<file path="config.mk">
export PLATFORM = sky130hd
export DESIGN_NAME = vga_timing_gen
export DESIGN_NICKNAME = d
export VERILOG_FILES = /design/src/rtl/vga_timing_gen.sv
export SDC_FILE = /design/constraint.sdc
export NUM_CORES = 1
export LEC_CHECK = 0
export CAP_MARGIN = 30
export CORE_MARGIN = 2
export CORE_UTILIZATION = 57
export CTS_BUF_LIST = sky130_fd_sc_hd__clkbuf_8
export DETAILED_ROUTE_END_ITERATION = 10
export PLACE_DENSITY = 0.93
export SLEW_MARGIN = 20
export SYNTH_ARGS = -nofsm -noshare
export SYNTH_HDL_FRONTEND = slang
export SYNTH_SLANG_ARGS = --single-unit
export TNS_END_PERCENT = 1
</file>
<file path="constraint.sdc">
create_clock -name clk -period 5 [get_ports clk]
set_input_delay 1 -clock clk [delete_from_list [all_inputs] [get_ports clk]]
set_output_delay 1 -clock clk [all_outputs]
set_load 0.05 [all_outputs]
</file>
<file path="src/rtl/vga_timing_gen.sv">
// 640x480@60 raster timing: pixel-rate divider, x/y counters, registered decodes,
// line/frame markers, frame counter and a pixel-delayed copy of de/hsync/vsync.
module vga_timing_gen #(
    parameter int   H_ACTIVE   = 640,
    parameter int   H_FP       = 16,
    parameter int   H_SYNC     = 96,
    parameter int   H_BP       = 48,
    parameter int   V_ACTIVE   = 480,
    parameter int   V_FP       = 10,
    parameter int   V_SYNC     = 2,
    parameter int   V_BP       = 33,
    parameter int   CLK_DIV    = 4,
    parameter int   SYNC_DELAY = 1,
    parameter logic SYNC_POL   = 1'b0
) (
    input  logic       clk,
    input  logic       rst_n,
    input  logic       en_i,
    output logic       pix_tick_o,
    output logic [9:0] x_o,
    output logic [9:0] y_o,
    output logic       de_o,
    output logic       hsync_o,
    output logic       vsync_o,
    output logic       line_start_o,
    output logic       frame_start_o,
    output logic [7:0] frame_cnt_o,
    output logic       de_d_o,
    output logic       hsync_d_o,
    output logic       vsync_d_o
);

    localparam int H_TOTAL = H_ACTIVE + H_FP + H_SYNC + H_BP;
    localparam int V_TOTAL = V_ACTIVE + V_FP + V_SYNC + V_BP;
    localparam int DIV_W   = (CLK_DIV > 1) ? $clog2(CLK_DIV) : 1;

    localparam logic [DIV_W-1:0] DIV_LAST  = DIV_W'(CLK_DIV - 1);
    localparam logic [9:0]       X_LAST    = 10'(H_TOTAL - 1);
    localparam logic [9:0]       Y_LAST    = 10'(V_TOTAL - 1);
    localparam logic             SYNC_IDLE = ~SYNC_POL;

    logic [DIV_W-1:0] div_q, div_d;
    logic [9:0]       x_q, x_d;
    logic [9:0]       y_q, y_d;
    logic [7:0]       fcnt_q, fcnt_d;
    logic             de_q, de_d;
    logic             hsync_q, hsync_d;
    logic             vsync_q, vsync_d;
    logic             ls_q, ls_d;
    logic             fs_q, fs_d;
    logic             tick;
    logic             x_wrap;
    logic             y_wrap;

    function automatic logic in_window(input logic [9:0] pos, input int lo, input int len);
        return (int'(pos) >= lo) && (int'(pos) < lo + len);
    endfunction

    always_comb begin
        // NOTE: every signal written here gets a default first, so no path can infer a latch.
        div_d  = div_q;
        x_d    = x_q;
        y_d    = y_q;
        fcnt_d = fcnt_q;
        tick   = en_i && (div_q == DIV_LAST);
        x_wrap = (x_q == X_LAST);
        y_wrap = (y_q == Y_LAST);

        if (en_i) begin
            div_d = tick ? '0 : div_q + DIV_W'(1);
        end
        if (tick) begin
            x_d = x_wrap ? 10'd0 : x_q + 10'd1;
            if (x_wrap) begin
                y_d = y_wrap ? 10'd0 : y_q + 10'd1;
                if (y_wrap) begin
                    fcnt_d = fcnt_q + 8'd1;
                end
            end
        end

        // Decodes are taken from the next x/y so the registered levels carry no skew.
        de_d    = (int'(x_d) < H_ACTIVE) && (int'(y_d) < V_ACTIVE);
        hsync_d = in_window(x_d, H_ACTIVE + H_FP, H_SYNC) ? SYNC_POL : SYNC_IDLE;
        vsync_d = in_window(y_d, V_ACTIVE + V_FP, V_SYNC) ? SYNC_POL : SYNC_IDLE;
        ls_d    = tick && x_wrap;
        fs_d    = tick && x_wrap && y_wrap;
    end

    always_ff @(posedge clk) begin
        // NOTE: sequential state uses non-blocking assignments so every register sees pre-edge values.
        if (!rst_n) begin
            div_q   <= '0;
            x_q     <= X_LAST;
            y_q     <= Y_LAST;
            fcnt_q  <= 8'hFF;
            de_q    <= 1'b0;
            hsync_q <= SYNC_IDLE;
            vsync_q <= SYNC_IDLE;
            ls_q    <= 1'b0;
            fs_q    <= 1'b0;
        end else begin
            div_q   <= div_d;
            x_q     <= x_d;
            y_q     <= y_d;
            fcnt_q  <= fcnt_d;
            de_q    <= de_d;
            hsync_q <= hsync_d;
            vsync_q <= vsync_d;
            ls_q    <= ls_d;
            fs_q    <= fs_d;
        end
    end

    assign pix_tick_o    = tick;
    assign x_o           = x_q;
    assign y_o           = y_q;
    assign de_o          = de_q;
    assign hsync_o       = hsync_q;
    assign vsync_o       = vsync_q;
    assign line_start_o  = ls_q && en_i;
    assign frame_start_o = fs_q && en_i;
    assign frame_cnt_o   = fcnt_q;

    generate
        if (SYNC_DELAY == 0) begin : g_no_delay
            assign de_d_o    = de_q;
            assign hsync_d_o = hsync_q;
            assign vsync_d_o = vsync_q;
        end else begin : g_delay
            logic [2:0] dly_q [SYNC_DELAY];

            always_ff @(posedge clk) begin
                // NOTE: the delay line is reset too, so delayed outputs start idle instead of unknown.
                if (!rst_n) begin
                    for (int i = 0; i < SYNC_DELAY; i++) begin
                        dly_q[i] <= {1'b0, SYNC_IDLE, SYNC_IDLE};
                    end
                end else if (tick) begin
                    dly_q[0] <= {de_q, hsync_q, vsync_q};
                    for (int i = 1; i < SYNC_DELAY; i++) begin
                        dly_q[i] <= dly_q[i-1];
                    end
                end
            end

            assign {de_d_o, hsync_d_o, vsync_d_o} = dly_q[SYNC_DELAY-1];
        end
    endgenerate

endmodule

</file>
After elaboration in Yosys (flattened, before gate mapping)
Memories as Yosys holds them, arrays and structs flattened.
Index checks and enable logic that the tools add are counted.
{"block": "totals", "register_bits": 35, "memories": 1, "ramBits": 3, "in_bits": 3, "word_cells": 47, "out_inout_bits": 37}
{"memory": "g_delay.dly_q", "words": 1, "word_bits": 3, "rd": 1, "rd_clocked_by_memory_dff": 0, "wr": 1, "line": "131", "rtl": "logic [2:0] dly_q [SYNC_DELAY];"}
{"block": "op_classes", "order_cmp": 6, "n_eq_ne": 3, "n_mux": 14, "reduce_logical": 10, "n_addsub": 4}
{"cell": "10-bit two-way mux", "n": 5}
{"cell": "10-bit by 1-bit adder with 10-bit output, second input constant", "n": 2}
{"cell": "10-bit == test, second input constant", "n": 2}
{"cell": "10-bit less-than comparator, second input constant", "n": 2}
{"cell": "10-bit by 9-bit less-than comparator with 1-bit output, second input constant", "n": 2}
{"cell": "10-bit greater-or-equal comparator, second input constant", "n": 1}
{"cell": "10-bit by 9-bit greater-or-equal comparator with 1-bit output, second input constant", "n": 1}
{"cell": "8-bit by 1-bit adder with 8-bit output, second input constant", "n": 1}
{"cell": "1-bit logical AND", "n": 8}
{"cell": "1-bit two-way mux", "n": 7}
{"cell": "3-bit two-way mux", "n": 1}
{"cell": "3-bit AND reduction", "n": 1}
{"cell": "3-bit OR reduction", "n": 1}
{"cell": "2-bit by 1-bit adder with 2-bit output, second input constant", "n": 1}
{"cell": "2-bit == test, second input constant", "n": 1}
{"cell": "2-bit two-way mux", "n": 1}

Longest topological paths before layout
Gate-level depths: netlist (run 1).
{"block": "depth", "depth_word": 7, "mapped_depth": 8, "ltp_nobuf": 7}

Worst setup path before layout (run 1)
No wires, ideal clock.
{"block": "synth_path", "path_kind": "in2out", "start": "in en_i", "end": "out pix_tick_o", "path_stages": 3, "setup_slack_ns": 2.241, "required_time_ns": 4.000, "n_path_buf": 1, "arrival_time_ns": 1.759, "cell_sequence": "buf_2 nand2_1 clkinv_1"}
{"block": "synth_via", "elab_chain_len": 1}
{"element": "from (decl)", "line": "18", "rtl": "input logic en_i,"}
{"element": "1-bit logical AND", "line": "65", "rtl": "tick = en_i && (div_q == DIV_LAST);"}
{"element": "to (decl)", "line": "19", "rtl": "output logic pix_tick_o,"}
Every way passes these cells.

Final worst setup path (run 1)
Same ends and word-level chain as after synthesis.

==> summary.txt, run 1 <==
GRT
  • Largest net degree at the start of global routing: 30
  • First-pass GRT wire length: around 6500 µm
  • Initial antenna violation count: 0
  • Number of global-route vias before repair: roughly 1500
  • GR Util All Layers: 23.6%
  • Total grt overflow: 0

Clocking
  • CTS tree: done
  • CTS sink cnt: 38
  • Clock Root Buffer: clkbuf_8
  • Setup bufs post-CTS: 0
  • CTS buffer count: 5
  • Cts hold-fix bufs: 0
  • H-tree Lvls: 2
  • Clock-pin transition on the worst setup and hold timing paths: 0.07 ns
  • CTS Buffer Depth: 2
  • Post_cts resized: 0
  • Clk Latency, worst-skew pair: 0.29 ns

Placed design
  • Post-DP HPWL: about 3000 µm
  • IO Port Bufs: 39
  • Routability cong.: approximately 0.84
  • DP Area: approximately 2300 µm²

Floorplan
  • Die height: 61.9 µm
  • Initial Utilization: 58.2%
  • Placement row count: 21
  • Chip width: 61.9 µm
  • Core ar.: 3280 µm²
  • DIE AREA: 3830 µm²
  • # IOs: 40

Worst setup path
  • Reg-to-Reg End: frame_cnt_o[5]$_SDFFE_PN1P_
  • Largest delay contributor family on the critical path: buffers and inverters
  • CP Max Fanout: 9
  • Critical Path End Type: primary output
  • Worst EP required: around 4.0 ns
  • R2R Path Start: x_o[0]$_SDFF_PN1_
  • CP max stage cell: clkdlybuf4s50_1
  • Worst Path Arrival: 2.92 ns
  • CP max stage delay: 0.83 ns
  • Crit path launch type: input pin
  • CP bufs+invs: 3
  • Setup Crit Path Kind: in -> out
  • Crit-path cells: clkdlybuf4s50_1, nand2_1, clkinv_1, clkdlybuf4s50_1
  • CP most frequent cell: clkdlybuf4s50_1
  • R2R depth: 7
  • R2r setup slk: 2.62 ns

STA
  • Endpoints failing hold: 0
  • Maximum clock rate: approximately 0.26 GHz
  • Min cycle time layout: 3.92 ns
  • Max Slew Vio Count: 0
  • RSZ-0062 raised after global routing: no
  • Setup TNS: 0 ns
  • Layout Skew: ~0.008 ns
  • Tcrit/Tclk final: 78.3%
  • Rel. slew slack: 39.2%
  • Worst-Margin Slew: 0.909 ns
  • Setup violations, final: 0

Pwr
  • LEAKAGE: a little under 0.9 nW
  • PD cells: 242 nW/µm²
  • Peak VDD IR: 0.151 mV

Drt
  • Detailed Route WL: 4290 µm
  • Via count: 1708
  • WL/cell: ~14 µm
  • DRC: 0
  • Initial DRC Count: 142
  • Vias per std cell: 5.66
  • DR pass1 iterations: 4
  • Antenna violation net count after detailed routing: 0

Synth
  • Compound-gate portion of the synthesized area: 6.88%
  • Mux contribution to synthesized area: 1.05%
  • Syn Std Cell Area: 1910 µm²
  • Library cells used by synthesis: 42
  • Net Count, Synth: 229
  • Ys async rst share: 0%
  • Post-Synth XOR/XNOR Area: between 10% and 20%
  • Post-Synth Adder-Cell Area: ~3.3%
  • Largest family of logic cells by synthesized area: simple AND/OR/NAND/NOR gates
  • Gate Count Post-Synth: ~220
  • Syn Area/Cell: 8.65 µm²
  • Flops & latches, synth: 38
  • Post-Synth Simple-Gate Area: 32.2%
  • Yosys Warn Count: 0
  • Synth Flop Type: dfxtp_1
  • Register area share after synthesis: 41.4%
  • EDFF count, synth: 3

Flow run
  • Maxcap violations: 0

Finish
  • Fill count: 247
  • Nets@finish: 263
  • Number of diodes: 0
  • Share of cells above drive strength 1: a little over 5%
  • Seq. cell area: approximately 800 µm²
  • P&R area growth vs syn: 24.9%
  • Final instance area: 2390 µm²
  • Area of the multi-input gates: 1050 µm²
  • Final core utilization: around 73%

Hold path
  • Hold Crit Depth: 2
  • Hold Path Sink: frame_cnt_o[7]$_SDFFE_PN1P_
  • Hold path startpoint: frame_cnt_o[7]$_SDFFE_PN1P_
  • Hold Path Class: reg -> reg

Outcome
  • Outcome: finished, final reports clean
sequential cells by signal (all words and copies together) (netlist names):
| name | flops |
|---|---|
| div_q | 2 |
| hsync_o | 1 |
| vsync_o | 1 |
| x_o | 10 |
| fs_q | 1 |
| y_o | 10 |
| de_o | 1 |
| frame_cnt_o | 8 |
| ls_q | 1 |
| g_delay.dly_q | 3 |
where the power goes:
group | leakage [nW] | internal, mW | switching [mW] | total, mW
Sequential | 0.308 | 0.312 | 0.00728 | 0.319
Clock | 0.0416 | 0.0953 | 0.103 | 0.198
Combinational | 0.536 | 0.0212 | 0.0382 | 0.0594
metal layers:
| metal | GRT usage, % | up-vias | part of all wire (%) |
|---|---|---|---|
| met5 | 0 | - | 0 |
| met4 | 10.6 | 0 | 1.5 |
| met3 | 6.42 | 4 | 6.2 |
| met2 | 38.5 | 68 | 49 |
| met1 | 29.2 | 803 | 43 |
| li1 | - | 833 | - |
synth_stat cells, drive strengths merged, types with 2 or more instances:
cell / instances / area (µm²)
a21boi: 2 / 15.0
a21oi: 5 / 25.0
and2: 5 / 31.3
and3: 4 / 25.0
and4: 2 / 17.5
buf: 5 / 31.3
clkbuf: 7 / 26.3
dfxtp: 35 / 701
edfxtp: 3 / 90.1
ha: 5 / 62.6
inv: 3 / 11.3
mux2i: 2 / 20.0
nand2: 31 / 116
nand3: 17 / 85.1
nand3b: 4 / 30.0
nand4: 6 / 37.5
nor2: 21 / 78.8
nor3: 7 / 40.0
nor4: 2 / 27.5
o21ai: 12 / 60.1
o31ai: 2 / 15.0
or3: 2 / 17.5
or4: 2 / 15.0
xnor2: 13 / 114
xor2: 12 / 105
final cells by class:
cell class | instances | share of cell area (%)
inverters | 4 | 0.629
flip-flops and latches | 38 | 33.1
clock buffers | 5 | 2.88
clock inverters | 3 | 0.682
repair buffers | 39 | 16.4
well taps | 46 | 2.41
multi-input cells | 167 | 43.9
tightest hold or removal path: cells and delay by family, from the launching register on:
kind	cells	cell delay, ns
simple gates	1	0.07
flops	1	0.33
compound gates	1	0.06
cells by family (layout without fill, tap and decap cells):
logic type               count (synthesis)  count (layout)
AO/OA/AOI/OAI                           23              23
XOR/XNOR                                25              25
adder cells (fa/ha/maj)                  5               5
buffers and inverters                   16              51
flip-flops                              38              38
multiplexers                             2               2
AND/OR/NAND/NOR                        112             112
worst max path at each step:
stage | start | endpoint | cells after the start
final | en_i | pix_tick_o | 4
after global routing | en_i | pix_tick_o | 4
after CTS | en_i | pix_tick_o | 4
after detailed placement | en_i | pix_tick_o | 4
after global placement | en_i | pix_tick_o | 4
after floorplan | en_i | pix_tick_o | 3
cell usage in the layout (no fill, tap or decap), types with 2 or more instances in the layout:
cell type,instances
clkbuf_8,5
xnor2_1,13
mux2i_1,2
ha_1,5
nor3_1,6
and3_1,4
xor2_1,12
nand3_1,17
dfxtp_1,35
inv_1,3
nand2_1,31
a21oi_1,5
nand4_1,6
and4_1,2
a21boi_0,2
clkdlybuf4s50_1,39
clkinv_1,2
nor2_1,21
edfxtp_1,3
or4_1,2
o21ai_0,11
o31ai_1,2
nand3b_1,4
and2_1,5
through the flow:
stage	power (mW)	std cells	hold slack (ns)	setup slack [ns]
after CTS	0.580	302	0.504	1.08
after floorplan	0.369	221	0.482	2.24
final	0.577	302	0.502	1.08
after global placement	0.383	294	0.482	1.15
after detailed placement	0.385	294	0.490	1.11
after global routing	0.602	302	0.517	1.01
No activity file was read; power rests on OpenSTA's default activity.
==> run 2, diff against run 1 <==
--- a/config.mk
+++ b/config.mk
@@ -7,10 +7,10 @@
 export LEC_CHECK = 0
 export CAP_MARGIN = 30
 export CORE_MARGIN = 2
-export CORE_UTILIZATION = 57
+export CORE_UTILIZATION = 47
 export CTS_BUF_LIST = sky130_fd_sc_hd__clkbuf_8
 export DETAILED_ROUTE_END_ITERATION = 10
-export PLACE_DENSITY = 0.93
+export PLACE_DENSITY = 0.82
 export SLEW_MARGIN = 20
 export SYNTH_ARGS = -nofsm -noshare
 export SYNTH_HDL_FRONTEND = slang
==> constraint.sdc (replaced) <==
create_clock -name clk -period 3.3 [get_ports clk]
set_input_delay 0.66 -clock clk [delete_from_list [all_inputs] [get_ports clk]]
set_output_delay 0.66 -clock clk [all_outputs]
set_load 0.05 [all_outputs]
==> run 2 against run 1 <==
Net effect: clock power is 88% higher; critical path type is now in -> reg; worst hold slack gained 0.012 ns; critical path depth grew 3; wire length is 2.1% lower; cell count rose by 1.7%; power up 64%; clock skew decreased by 0.0014 ns.
==> summary.txt, run 2 (synthesis gave the netlist of run 1 again) <==
Outcome
  • Outcome: finished, final reports clean

Pwr
  • LEAKAGE: 0.918 nW (+3.7%)
  • Switching share of power: 23.3% (-2.4 points)
  • Pint: 0.726 mW (+69%)
  • Logic pwr share: 9.5% (-0.8 points)
  • PD cells: 390 nW/µm² (+61%)
  • Peak VDD IR: 0.218 mV (+44%)
  • Sequential Power Share: 51.1% (-4.3 points)
  • Clock network power share: 39.3% (+5.0 points)
  • Sw Pwr: 0.221 mW (+49%)

Drt
  • Antenna violation net count after detailed routing: 0 (unchanged)
  • WL/cell: 13.7 µm (-3.7%)
  • DR pass1 iterations: 4 (unchanged)
  • DRC: 0 (unchanged)
  • Initial DRC Count: 111 (-22%)
  • Detailed Route WL: 4210 µm (-2.1%)
  • Via count: 1656 (-3.0%)
  • Vias per std cell: 5.39 (-4.6%)

Placed design
  • DP Area: 2320 µm² (+0.76%)
  • DP Cell Count: 299 (+1.7%)
  • Post-DP HPWL: 3080 µm (+2.0%)
  • Routability cong.: 0.869 (+3.3%)
  • IO Port Bufs: 39 (unchanged)

GRT
  • GR Util All Layers: 20.7% (-2.9 points)
  • Total grt overflow: 0 (unchanged)
  • Number of global-route vias before repair: 1533 (+4.1%)
  • Largest net degree at the start of global routing: 19 (-37%)
  • First-pass GRT wire length: 7030 µm (+7.5%)
  • Initial antenna violation count: 0 (unchanged)

Worst setup path
  • Crit path launch type: input pin
  • Reg-to-Reg End: vsync_o$_SDFF_PN1_
  • End of the critical path: vsync_o$_SDFF_PN1_
  • R2r setup slk: 0.99 ns (-1.63 ns)
  • CP Max Fanout: 9 (unchanged)
  • Worst Path Arrival: 2.87 ns (-0.05 ns)
  • R2R depth: 7 (unchanged)
  • R2R Path Start: x_o[0]$_SDFF_PN1_
  • Worst EP required: 3.44 ns (-0.56 ns)
  • Critical Path End Type: flip-flop
  • CP startpoint: en_i
  • Setup Crit Path Kind: in -> reg

Clocking
  • CTS sink cnt: 38 (unchanged)
  • Clock Root Buffer: clkbuf_8
  • Setup bufs post-CTS: 0 (unchanged)
  • CTS Buffer Depth: 2 (unchanged)
  • H-tree Lvls: 2 (unchanged)
  • CTS buffer count: 5 (unchanged)
  • Clock-pin transition on the worst setup and hold timing paths: 0.07 ns (about the same)
  • Post_cts resized: 0 (unchanged)
  • Clk Latency, worst-skew pair: 0.29 ns (about the same)
  • Cts hold-fix bufs: 0 (unchanged)
  • CTS tree: done

Finish
  • Fill count: 352 (+43%)
  • Final instance area: 2420 µm² (+1.6%)
  • P&R area growth vs syn: 26.9%
  • Number of diodes: 0 (unchanged)
  • Final Non-Filler Cells: 307 (+1.7%)
  • Most frequent cells in the layout: clkdlybuf4s50_1 (36), dfxtp_1 (35), nand2_1 (31), nor2_1 (21), nand3_1 (17)
  • Share of cells above drive strength 1: 6.23% (+1.1 points)
  • Nets@finish: 264 (+0.38%)
  • Most common cell after layout, fill and taps aside: clkdlybuf4s50_1

STA
  • Tcrit/Tclk final: between 80% and 90%
  • Max Slew Vio Count: 0 (unchanged)
  • Hold_ws: 0.514 ns (+0.0124 ns)
  • Worst-Margin Slew: 0.592 ns (-0.316 ns)
  • Maximum clock rate: about 0.37 GHz
  • RSZ-0062 raised after global routing: no
  • Endpoints failing hold: 0 (unchanged)
  • Setup TNS: 0 ns (unchanged)
  • Rel. slew slack: 60.4% (+21 points)
  • Setup violations, final: 0 (unchanged)
  • Layout Skew: 0.00666 ns (-0.00135 ns)
  • Min cycle time layout: 2.73 ns

Floorplan
  • Initial Utilization: 48.5% (-9.7 points)
  • Placement row count: 23 (+9.5%)
  • Die height: 67.8 µm (+9.5%)
  • Core ar.: 3940 µm² (+20%)
  • Chip width: 67.8 µm (+9.5%)
  • # IOs: 40 (unchanged)
  • DIE AREA: 4590 µm² (+20%)

Hold path
  • Hold Path Class: reg -> reg

Flow run
  • Maxcap violations: 0 (unchanged)
run 2: cell types whose count changed in the layout (fill, tap and decap cells not counted):
cell,delta
clkinv_2,-1
bufinv_16,+1
clkdlybuf4s50_1,-3
clkinvlp_4,-1
inv_1,+2
buf_12,+1
buf_4,+3
clkinv_1,-1
run 2: metal layers:
layer,routed length [µm],GRT usage [%]
met1,1900,26.4
met3,217,5.67
met2,2010,32.5
met4,78,9.44
met5,0,0
run 2: worst max-delay path, cell delays in order:
cell	delay, ns
clkdlybuf4s50_1	0.65
nand2_1	0.22
nor4_4	0.56
nand3_1	0.19
xor2_1	0.22
nor4b_4	0.24
nand4_1	0.12
run 2: worst min path at each step:
stage	start	endpoint	slack, ns	depth (start not counted)
after floorplan	div_q[0]$_SDFFE_PN0P_	div_q[0]$_SDFFE_PN0P_	0.48	2
after global placement	frame_cnt_o[7]$_SDFFE_PN1P_	frame_cnt_o[7]$_SDFFE_PN1P_	0.48	2
final	frame_cnt_o[7]$_SDFFE_PN1P_	frame_cnt_o[7]$_SDFFE_PN1P_	0.51	2
after CTS	frame_cnt_o[7]$_SDFFE_PN1P_	frame_cnt_o[7]$_SDFFE_PN1P_	0.52	2
after global routing	div_q[0]$_SDFFE_PN0P_	div_q[0]$_SDFFE_PN0P_	0.54	2
after detailed placement	frame_cnt_o[7]$_SDFFE_PN1P_	frame_cnt_o[7]$_SDFFE_PN1P_	0.51	2
run 2: area by class of cell:
class	count	area (µm²)	area share (%)
clock inverters	3	37.5	1.55
clock buffers	5	68.8	2.84
inverters	4	15.0	0.619
multi-input cells	167	1050	43.2
well taps	50	62.6	2.58
repair buffers	40	403	16.6
flip-flops and latches	38	791	32.6
run 2: per-stage QoR:
stage	worst slack [ns]	power, mW	utilization, %
finish	0.572	0.946	61.5
global route	0.427	0.984	61.5
CTS	0.568	0.956	61.5
detailed placement	0.255	0.585	58.8
global placement	0.386	0.583	58.8
floorplan	0.958	0.559	-
run 2: power by group through the flow:
stage	clock (mW)	sequential (mW)	combinational, mW
floorplan	0	0.510	0.0483
global placement	0	0.494	0.0890
detailed placement	0	0.494	0.0905
CTS	0.381	0.484	0.0908
global route	0.401	0.485	0.0976
finish	0.372	0.484	0.0903
